--- config.mk ---
export PLATFORM = sky130hd
export DESIGN_NAME = drlp_mem_bridge_flat
export DESIGN_NICKNAME = d
export VERILOG_FILES = /design/src/rtl/drlp_mem_bridge_if.sv /design/src/rtl/drlp_mem_bridge.sv /design/src/flat_wrapper.sv
export SDC_FILE = /design/constraint.sdc
export NUM_CORES = 1
export LEC_CHECK = 0
export ABC_AREA = 1
export BUFFER_PORTS_ARGS = -buffer_cell sky130_fd_sc_hd__buf_2
export CAP_MARGIN = 20
export CORE_ASPECT_RATIO = 0.9
export CORE_MARGIN = 2
export CORE_UTILIZATION = 50
export CTS_CLUSTER_DIAMETER = 40
export CTS_CLUSTER_SIZE = 25
export DETAILED_ROUTE_END_ITERATION = 8
export PLACE_DENSITY = 0.76
export SETUP_SLACK_MARGIN = 0.2
export SLEW_MARGIN = 20
export SYNTH_ARGS = -nofsm -noshare
export SYNTH_HDL_FRONTEND = slang
export SYNTH_SLANG_ARGS = --single-unit
--- constraint.sdc ---
create_clock -name clk -period 15.83 [get_ports clk]
set_input_delay 3.166 -clock clk [delete_from_list [all_inputs] [get_ports clk]]
set_output_delay 3.166 -clock clk [all_outputs]
set_load 0.02 [all_outputs]
--- src/rtl/drlp_mem_bridge_if.sv ---
// drlp_mem_bridge_if: drlp DMA ports plus the single-port memory bus
// slave  : the bridge (takes DMA requests, drives the memory request)
// master : the environment (drlp plus memory model)
interface drlp_mem_bridge_if #(
  parameter int ADDR_WIDTH = 32,
  parameter int DATA_WIDTH = 32
);
  logic                  dma_rd_en;
  logic [ADDR_WIDTH-1:0] dma_rd_addr;
  logic [DATA_WIDTH-1:0] dma_rd_data;
  logic                  dma_rd_ready;
  logic                  dma_wr_en;
  logic [ADDR_WIDTH-1:0] dma_wr_addr;
  logic [DATA_WIDTH-1:0] dma_wr_data;
  logic                  mem_req;
  logic                  mem_we;
  logic [ADDR_WIDTH-1:0] mem_addr;
  logic [DATA_WIDTH-1:0] mem_wdata;
  logic                  mem_gnt;
  logic                  mem_rvalid;
  logic [DATA_WIDTH-1:0] mem_rdata;
  modport slave (
    input  dma_rd_en, dma_rd_addr, dma_wr_en, dma_wr_addr, dma_wr_data,
           mem_gnt, mem_rvalid, mem_rdata,
    output dma_rd_data, dma_rd_ready, mem_req, mem_we, mem_addr, mem_wdata
  );
  modport master (
    output dma_rd_en, dma_rd_addr, dma_wr_en, dma_wr_addr, dma_wr_data,
           mem_gnt, mem_rvalid, mem_rdata,
    input  dma_rd_data, dma_rd_ready, mem_req, mem_we, mem_addr, mem_wdata
  );
endinterface

--- src/rtl/drlp_mem_bridge.sv ---
// drlp_mem_bridge: arbitrates drlp DMA reads and FIFO-buffered writes onto one memory port
// clk, rst_n  : clock, asynchronous active-low reset
// bus         : DMA read/write ports and memory req/gnt/rvalid bus (slave modport)
// wfifo_level : write FIFO occupancy
// idle        : nothing pending, outstanding or buffered
// err_rd_ovf  : sticky, a read request was lost
// err_wr_ovf  : sticky, a write was dropped on a full FIFO
module drlp_mem_bridge #(
  parameter int ADDR_WIDTH  = 32,
  parameter int DATA_WIDTH  = 32,
  parameter int WFIFO_DEPTH = 8,
  parameter int WFIFO_AW    = 3,
  parameter int HIGH_WATER  = 6
) (
  input  logic                clk,
  input  logic                rst_n,
  drlp_mem_bridge_if.slave    bus,
  output logic [WFIFO_AW:0]   wfifo_level,
  output logic                idle,
  output logic                err_rd_ovf,
  output logic                err_wr_ovf
);
  localparam logic [WFIFO_AW:0] HW   = (WFIFO_AW+1)'(HIGH_WATER);
  localparam logic [WFIFO_AW:0] FULL = (WFIFO_AW+1)'(WFIFO_DEPTH);
  typedef enum logic [1:0] {IDLE, RD_REQ, RD_WAIT, WR_REQ} state_t;
  state_t                             state;
  logic                               pend_v;
  logic [ADDR_WIDTH-1:0]              pend_addr;
  logic [ADDR_WIDTH+DATA_WIDTH-1:0]   fifo_mem [WFIFO_DEPTH];
  logic [WFIFO_AW-1:0]                wptr, rptr;
  logic [WFIFO_AW:0]                  count;
  logic                               take_rd, take_wr, rd_acc, push, pop;
  assign take_rd     = state == IDLE && pend_v && count < HW;
  assign take_wr     = state == IDLE && !take_rd && count != '0;
  // a slot being handed to the FSM this cycle can be refilled in the same cycle
  assign rd_acc      = bus.dma_rd_en && (!pend_v || take_rd);
  assign pop         = state == WR_REQ && bus.mem_gnt;
  assign push        = bus.dma_wr_en && (count != FULL || pop);
  assign wfifo_level = count;
  assign idle        = state == IDLE && !pend_v && count == '0;
  always_ff @(posedge clk)
    if (push) fifo_mem[wptr] <= {bus.dma_wr_addr, bus.dma_wr_data};
  always_ff @(posedge clk or negedge rst_n) begin
    if (!rst_n) begin
      pend_v     <= 1'b0;
      pend_addr  <= '0;
      wptr       <= '0;
      rptr       <= '0;
      count      <= '0;
      err_rd_ovf <= 1'b0;
      err_wr_ovf <= 1'b0;
    end else begin
      pend_v <= rd_acc || (pend_v && !take_rd);
      if (rd_acc) pend_addr <= bus.dma_rd_addr;
      if (push) wptr <= wptr + WFIFO_AW'(1);
      if (pop) rptr <= rptr + WFIFO_AW'(1);
      count <= count + (WFIFO_AW+1)'(push) - (WFIFO_AW+1)'(pop);
      if (bus.dma_rd_en && !rd_acc) err_rd_ovf <= 1'b1;
      if (bus.dma_wr_en && !push) err_wr_ovf <= 1'b1;
    end
  end
  always_ff @(posedge clk or negedge rst_n) begin
    if (!rst_n) begin
      state            <= IDLE;
      bus.mem_req      <= 1'b0;
      bus.mem_we       <= 1'b0;
      bus.mem_addr     <= '0;
      bus.mem_wdata    <= '0;
      bus.dma_rd_data  <= '0;
      bus.dma_rd_ready <= 1'b0;
    end else begin
      bus.dma_rd_ready <= 1'b0;
      case (state)
        IDLE:
          if (take_rd) begin
            state        <= RD_REQ;
            bus.mem_req  <= 1'b1;
            bus.mem_we   <= 1'b0;
            bus.mem_addr <= pend_addr;
          end else if (take_wr) begin
            state                          <= WR_REQ;
            bus.mem_req                    <= 1'b1;
            bus.mem_we                     <= 1'b1;
            {bus.mem_addr, bus.mem_wdata}  <= fifo_mem[rptr];
          end
        RD_REQ:
          if (bus.mem_gnt) begin
            state       <= RD_WAIT;
            bus.mem_req <= 1'b0;
          end
        RD_WAIT:
          if (bus.mem_rvalid) begin
            state            <= IDLE;
            bus.dma_rd_data  <= bus.mem_rdata;
            bus.dma_rd_ready <= 1'b1;
          end
        WR_REQ:
          if (bus.mem_gnt) begin
            state       <= IDLE;
            bus.mem_req <= 1'b0;
          end
        default: state <= IDLE;
      endcase
    end
  end
endmodule

--- src/flat_wrapper.sv ---
// flat-port wrapper written by rule: the top's interface ports become plain ports
module drlp_mem_bridge_flat 
#(
  parameter int ADDR_WIDTH  = 32,
  parameter int DATA_WIDTH  = 32,
  parameter int WFIFO_DEPTH = 8,
  parameter int WFIFO_AW    = 3,
  parameter int HIGH_WATER  = 6
)
  (clk, rst_n, wfifo_level, idle, err_rd_ovf, err_wr_ovf, bus_dma_rd_en, bus_dma_rd_addr, bus_dma_wr_en, bus_dma_wr_addr, bus_dma_wr_data, bus_mem_gnt, bus_mem_rvalid, bus_mem_rdata, bus_dma_rd_data, bus_dma_rd_ready, bus_mem_req, bus_mem_we, bus_mem_addr, bus_mem_wdata);
  drlp_mem_bridge_if #(.ADDR_WIDTH(ADDR_WIDTH), .DATA_WIDTH(DATA_WIDTH)) bus_i ();
  input  logic clk;
  input  logic rst_n;
  output logic [WFIFO_AW:0] wfifo_level;
  output logic idle;
  output logic err_rd_ovf;
  output logic err_wr_ovf;
  input wire logic [$bits(bus_i.dma_rd_en)-1:0] bus_dma_rd_en;
  input wire logic [$bits(bus_i.dma_rd_addr)-1:0] bus_dma_rd_addr;
  input wire logic [$bits(bus_i.dma_wr_en)-1:0] bus_dma_wr_en;
  input wire logic [$bits(bus_i.dma_wr_addr)-1:0] bus_dma_wr_addr;
  input wire logic [$bits(bus_i.dma_wr_data)-1:0] bus_dma_wr_data;
  input wire logic [$bits(bus_i.mem_gnt)-1:0] bus_mem_gnt;
  input wire logic [$bits(bus_i.mem_rvalid)-1:0] bus_mem_rvalid;
  input wire logic [$bits(bus_i.mem_rdata)-1:0] bus_mem_rdata;
  output wire logic [$bits(bus_i.dma_rd_data)-1:0] bus_dma_rd_data;
  output wire logic [$bits(bus_i.dma_rd_ready)-1:0] bus_dma_rd_ready;
  output wire logic [$bits(bus_i.mem_req)-1:0] bus_mem_req;
  output wire logic [$bits(bus_i.mem_we)-1:0] bus_mem_we;
  output wire logic [$bits(bus_i.mem_addr)-1:0] bus_mem_addr;
  output wire logic [$bits(bus_i.mem_wdata)-1:0] bus_mem_wdata;
  assign bus_i.dma_rd_en = bus_dma_rd_en;
  assign bus_i.dma_rd_addr = bus_dma_rd_addr;
  assign bus_i.dma_wr_en = bus_dma_wr_en;
  assign bus_i.dma_wr_addr = bus_dma_wr_addr;
  assign bus_i.dma_wr_data = bus_dma_wr_data;
  assign bus_i.mem_gnt = bus_mem_gnt;
  assign bus_i.mem_rvalid = bus_mem_rvalid;
  assign bus_i.mem_rdata = bus_mem_rdata;
  assign bus_dma_rd_data = bus_i.dma_rd_data;
  assign bus_dma_rd_ready = bus_i.dma_rd_ready;
  assign bus_mem_req = bus_i.mem_req;
  assign bus_mem_we = bus_i.mem_we;
  assign bus_mem_addr = bus_i.mem_addr;
  assign bus_mem_wdata = bus_i.mem_wdata;
  drlp_mem_bridge #(.ADDR_WIDTH(ADDR_WIDTH), .DATA_WIDTH(DATA_WIDTH), .WFIFO_DEPTH(WFIFO_DEPTH), .WFIFO_AW(WFIFO_AW), .HIGH_WATER(HIGH_WATER)) u_core (.clk(clk), .rst_n(rst_n), .bus(bus_i), .wfifo_level(wfifo_level), .idle(idle), .err_rd_ovf(err_rd_ovf), .err_wr_ovf(err_wr_ovf));
endmodule
=== Word level (Yosys, flattened, before mapping) ===
Memories as Yosys holds them, arrays and structs flattened.
Index checks and enable logic that the tools add are counted.

* Bits in writable memories: 512
* Logic and storage cells: 77
* Bits in registers: 146
* Memories: 1

{| class="wikitable"
|+ Memory list
! name !! depth !! width !! rd ports !! clocked after Yosys merged registers in !! write ports !! RTL line !! text
|-
| u_core.fifo_mem || 8 || 64 || 1 || 0 || 1 || drlp_mem_bridge.sv:29 || <nowiki>logic [ADDR_WIDTH+DATA_WIDTH-1:0] fifo_mem [WFIFO_DEPTH];</nowiki>
|}

* Equal/unequal tests: 9
* Add/sub/neg operators: 4
* Mux-type cells: 17
* Reduce and logical (&&, ||, !) cells: 30
* Order comparisons: 1
* Bitwise logic cells: 1

{| class="wikitable"
|+ Operators by type and width
! operator !! number
|-
| two-way mux 32 bit || 2
|-
| logical AND 1 bit || 12
|-
| two-way mux 2 bit || 5
|-
| two-way mux 1 bit || 8
|-
| one-hot mux 2 bit (4 select lines) || 1
|-
| adder 3 x 1 -> 3 bit, second input constant || 2
|-
| != test 2 bit, second input constant || 3
|-
| AND reduction 3 bit || 2
|-
| adder 4 x 1 -> 4 bit || 1
|-
| == test 2 bit, second input constant || 2
|-
| logical NOT 1 bit || 4
|-
| logical NOT 4 bit || 1
|-
| less-than comparator 4 x 3 -> 1 bit, second input constant || 1
|-
| != test 4 bit, second input constant || 1
|-
| AND reduction 2 bit || 2
|-
| AND reduction 4 bit || 1
|-
| nonzero test 2 bit || 2
|-
| nonzero test 4 bit || 1
|-
| subtractor 4 x 1 -> 4 bit || 1
|-
| logical OR 1 bit || 3
|-
| != test 3 x 1 -> 1 bit, second input constant || 1
|-
| == test 2 x 1 -> 1 bit, second input constant || 1
|-
| logical NOT 2 bit || 1
|-
| != test 2 x 1 -> 1 bit, second input constant || 1
|-
| other kinds (3) || 3
|}

=== Depth between registers and ports, before layout ===
* Depth after elaboration: 9
* Depth in mapped cells: 11
* Gate-level depth less buffers: 10

=== Worst setup path after synthesis ===
No wires, ideal clock.

* Path type: input-to-reg
* Start: in bus_mem_gnt
* End: mem u_core.fifo_mem[0][0] in the netlist's numbering, enable pin
* Data required time: 15.265 ns
* Slack: 7.379 ns
* Setup time: 0.565 ns
* Buffers on the path: 0
* Arrival time: 7.886 ns
* Stages: 4
* Path through: nand3_1 > nand3_1 > nand2_2 > nor3_1

* Word-level cells in the longest chain between the ends: 5

{| class="wikitable"
|+ Ends and longest elaborated chain
! element !! RTL line !! text
|-
| from (decl) || flat_wrapper.sv:23 || <nowiki>input wire logic [$bits(bus_i.mem_gnt)-1:0] bus_mem_gnt;</nowiki>
|-
| logical AND 1 bit || drlp_mem_bridge.sv:37 || <nowiki>assign pop = state == WR_REQ && bus.mem_gnt;</nowiki>
|-
| logical OR 1 bit || drlp_mem_bridge.sv:38 || <nowiki>assign push = bus.dma_wr_en && (count != FULL || pop);</nowiki>
|-
| logical AND 1 bit || drlp_mem_bridge.sv:38 ||
|-
| two-way mux 1 bit || drlp_mem_bridge.sv:42 || <nowiki>if (push) fifo_mem[wptr] <= {bus.dma_wr_addr, bus.dma_wr_data};</nowiki>
|-
| two-way mux 1 bit (implied by the code) || drlp_mem_bridge.sv:42 ||
|-
| to (decl) || drlp_mem_bridge.sv:29 ||
|}

Every way passes these cells.

=== Final worst setup path ===
* Start: reg u_core.count[2], in the netlist u_core.wfifo_level[2]
* End: out idle

* Word-level cells in the longest chain between the ends: 2

{| class="wikitable"
|+ Ends and longest elaborated chain
! element !! RTL line !! text
|-
| from (decl) || drlp_mem_bridge.sv:31 || <nowiki>logic [WFIFO_AW:0] count;</nowiki>
|-
| from (signal assigned) || drlp_mem_bridge.sv:57 || <nowiki>count <= count + (WFIFO_AW+1)'(push) - (WFIFO_AW+1)'(pop);</nowiki>
|-
| logical NOT 4 bit || drlp_mem_bridge.sv:40 || <nowiki>assign idle = state == IDLE && !pend_v && count == '0;</nowiki>
|-
| logical AND 1 bit || drlp_mem_bridge.sv:40 ||
|-
| to (decl) || flat_wrapper.sv:15 || <nowiki>output logic idle;</nowiki>
|}

Every way passes these cells.

==> flow_summary.ini <==
[power_and_ir_drop]
ir_worst_vdd_mv = 0.152
p_leak_nw = 12.2
cellPowerDensity_nw_per_um2 = 200

[yosys]
syn_inst = 2251
ys_types = 34
synth_flop_cell = edfxtp_1
synth.yosys.seq_area_share_pct = 72.5
syn_avg_cell_area_um2 = 11.7
synth_edf_count = 512
synth_seq_cells = 658
async_reset_ff_share_pct = 22.2
synth_area_um2 = 26300
synthesis.nets = 2395
yosysWarnings = 0

[timing]
slew_violations = 0
period_minus_slack_ps = 5020
fmax_mhz = 199
worstMarginPinSlew_ps = 1110
hold_viol_final = 0
finalCritPeriodShare_pct = 31.7
finClkSkew_ps = 30.2
grt_setup_unrepaired = no
max-slew-margin-rel_pct = 25.8
setup_violations = 0
setup_tns_ps = 0

[layout]
drive_gt1_share_pct = 16.2
area_growth_pct = 15.3
final_common_cell = edfxtp_1
instances_no_fill = 3200
nFillCells = 3981
design_area_um2 = 30300
most-common-layout-cells = edfxtp_1 (512), nand2_1 (451), nor2_1 (273)
nets = 2598

[global_route]
gr-total-overflow = 0
grtUsageTotal_pct = 22.8
grt_start_max_net_pins = 120
antenna_found_initial = 13
grt_pass1_vias = 17300
grt_pass1_wl_mm = 96.3

[place]
dp_hpwl_mm = 35.0
gp_congestion = 0.863
placed_area_um2 = 27900
port_buffers = 239
dp.cells = 3070

[floorplan]
dieHeight_um = 221
io_pins = 240
die_area_um2 = 54400
start_util_pct = 50.7
num_rows = 79
die_w_um = 246
core-area_um2 = 51800

[clocking]
path_clk_slew_ps = 60
cts.htree.levels = 3
cts_root_buffer = clkbuf_16
cts_buffer_depth = 3
post_cts_buffers = 0
cts_tree = done
cts-resized-gates = 0
hold_buffers = 0
numCtsBuffers = 69
clock_latency_ps = 600
clock-sinks = 658

[route]
wl_per_cell_um = 19.5
initialDrtViolationCount = 1941
firstDrtPassIters = 6
finalWirelength_mm = 62.2
num_vias = 17600
ant_nets = 0
routed_via_density = 5.51
drc = 0

[critical_path]
critPathLaunchType = register
arrival_ps = 1850
worstPathMaxFanout = 3
cp-end-kind = output pin
required_ps = 12660
path_class = reg -> out

[status]
run_status = completed

[run]
cap_violations = 0

[min_path]
hold_path_class = reg -> reg
where the power goes:
group          switching [W]  internal [W]  leakage, nW
Combinational        0.00140      0.000556         4.62
Sequential          0.000190       0.00226         6.42
Clock               0.000735      0.000933         1.16
Total                0.00232       0.00375         12.2
critical path, stage by stage, from the launching register on:
cell	delay, ps
dfrtp_1	410
inv_1	120
ha_1	160
nand2_1	110
nor4_1	240
buf_2	230
state kept, by name, indices dropped and copies added, names as in the netlist:
name                     count
u_core.bus.mem_req           1
u_core.bus.dma_rd_ready      1
u_core.err_rd_ovf            1
u_core.pend_v                1
u_core.err_wr_ovf            1
u_core.bus.mem_we            1
u_core.bus.mem_wdata        32
u_core.wptr                  3
u_core.bus.mem_addr         32
u_core.pend_addr            32
u_core.fifo_mem            512
u_core.wfifo_level           4
u_core.state                 2
u_core.rptr                  3
u_core.bus.dma_rd_data      32
synthesized netlist by cell type (3+ instances only):
library cell / count / area, um^2
a21oi_1: 48 / 240
a21oi_2: 4 / 35.0
buf_1: 3 / 11.3
buf_2: 51 / 255
buf_4: 12 / 90.1
buf_6: 9 / 101
clkbuf_1: 55 / 206
clkinv_1: 5 / 18.8
dfrtp_1: 146 / 3650
edfxtp_1: 512 / 15400
ha_1: 9 / 113
inv_1: 152 / 571
inv_2: 5 / 18.8
nand2_1: 451 / 1690
nand3_1: 202 / 1010
nor2_1: 273 / 1020
nor3_1: 8 / 40.0
o211ai_1: 73 / 548
o21ai_0: 200 / 1000
o21ai_1: 9 / 45.0
o22ai_1: 4 / 25.0
xor2_1: 4 / 35.0
per-stage QoR:
step,utilization (%),hold WS [ps],setup slack [ps],total power [W]
finish,58.5,470,10810,0.00607
global route,58.5,486,10660,0.00643
CTS,58.4,470,10780,0.00610
detailed placement,53.8,456,10610,0.00442
global placement,53.8,449,10670,0.00433
floorplan,-,437,7380,0.00384
cells by family after synthesis:
logic type               after synthesis  share of synthesized area, %
flip-flops                           658                          72.5
AO/OA/AOI/OAI                        340                          7.27
buffers and inverters                293                          4.87
XOR/XNOR                               6                         0.200
adder cells (fa/ha/maj)               10                         0.505
AND/OR/NAND/NOR                      944                          14.7
worst paths after layout:
kind	start	endpoint	slack, ps	cells past startpoint
setup / recovery	u_core.wfifo_level[2]	idle	10810	5
hold / removal	u_core.bus.dma_rd_data[30]	u_core.bus.dma_rd_data[30]	470	2
setup reg to reg	u_core.rptr[0]	u_core.bus.mem_addr[4]	12720	8
hold reg to reg	u_core.bus.dma_rd_data[30]	u_core.bus.dma_rd_data[30]	470	2
max in group asynchronous	rst_n	u_core.bus.mem_wdata[15]	11920	2
min in group asynchronous	rst_n	u_core.bus.mem_addr[16]	2680	1
per-layer routing:
metal	wire, um	up-vias	global-route usage, %
met5	71	-	0
met4	1150	12	6.24
met3	4910	106	5.00
met2	29600	732	36.2
met1	26500	8639	31.8
li1	-	8140	-
final cells by class:
| class | count | area (um^2) | area share, % |
|---|---|---|---|
| Sequential cell | 658 | 19000 | 62.9 |
| Tap cell | 688 | 861 | 2.84 |
| Antenna cell | 5 | 12.5 | 0.0413 |
| Inverter | 163 | 619 | 2.05 |
| Clock inverter | 46 | 568 | 1.88 |
| Multi-Input combinational cell | 1300 | 6000 | 19.8 |
| Clock buffer | 78 | 1800 | 5.95 |
| Timing Repair Buffer | 262 | 1390 | 4.58 |
Power figures use the tool's default switching activity.
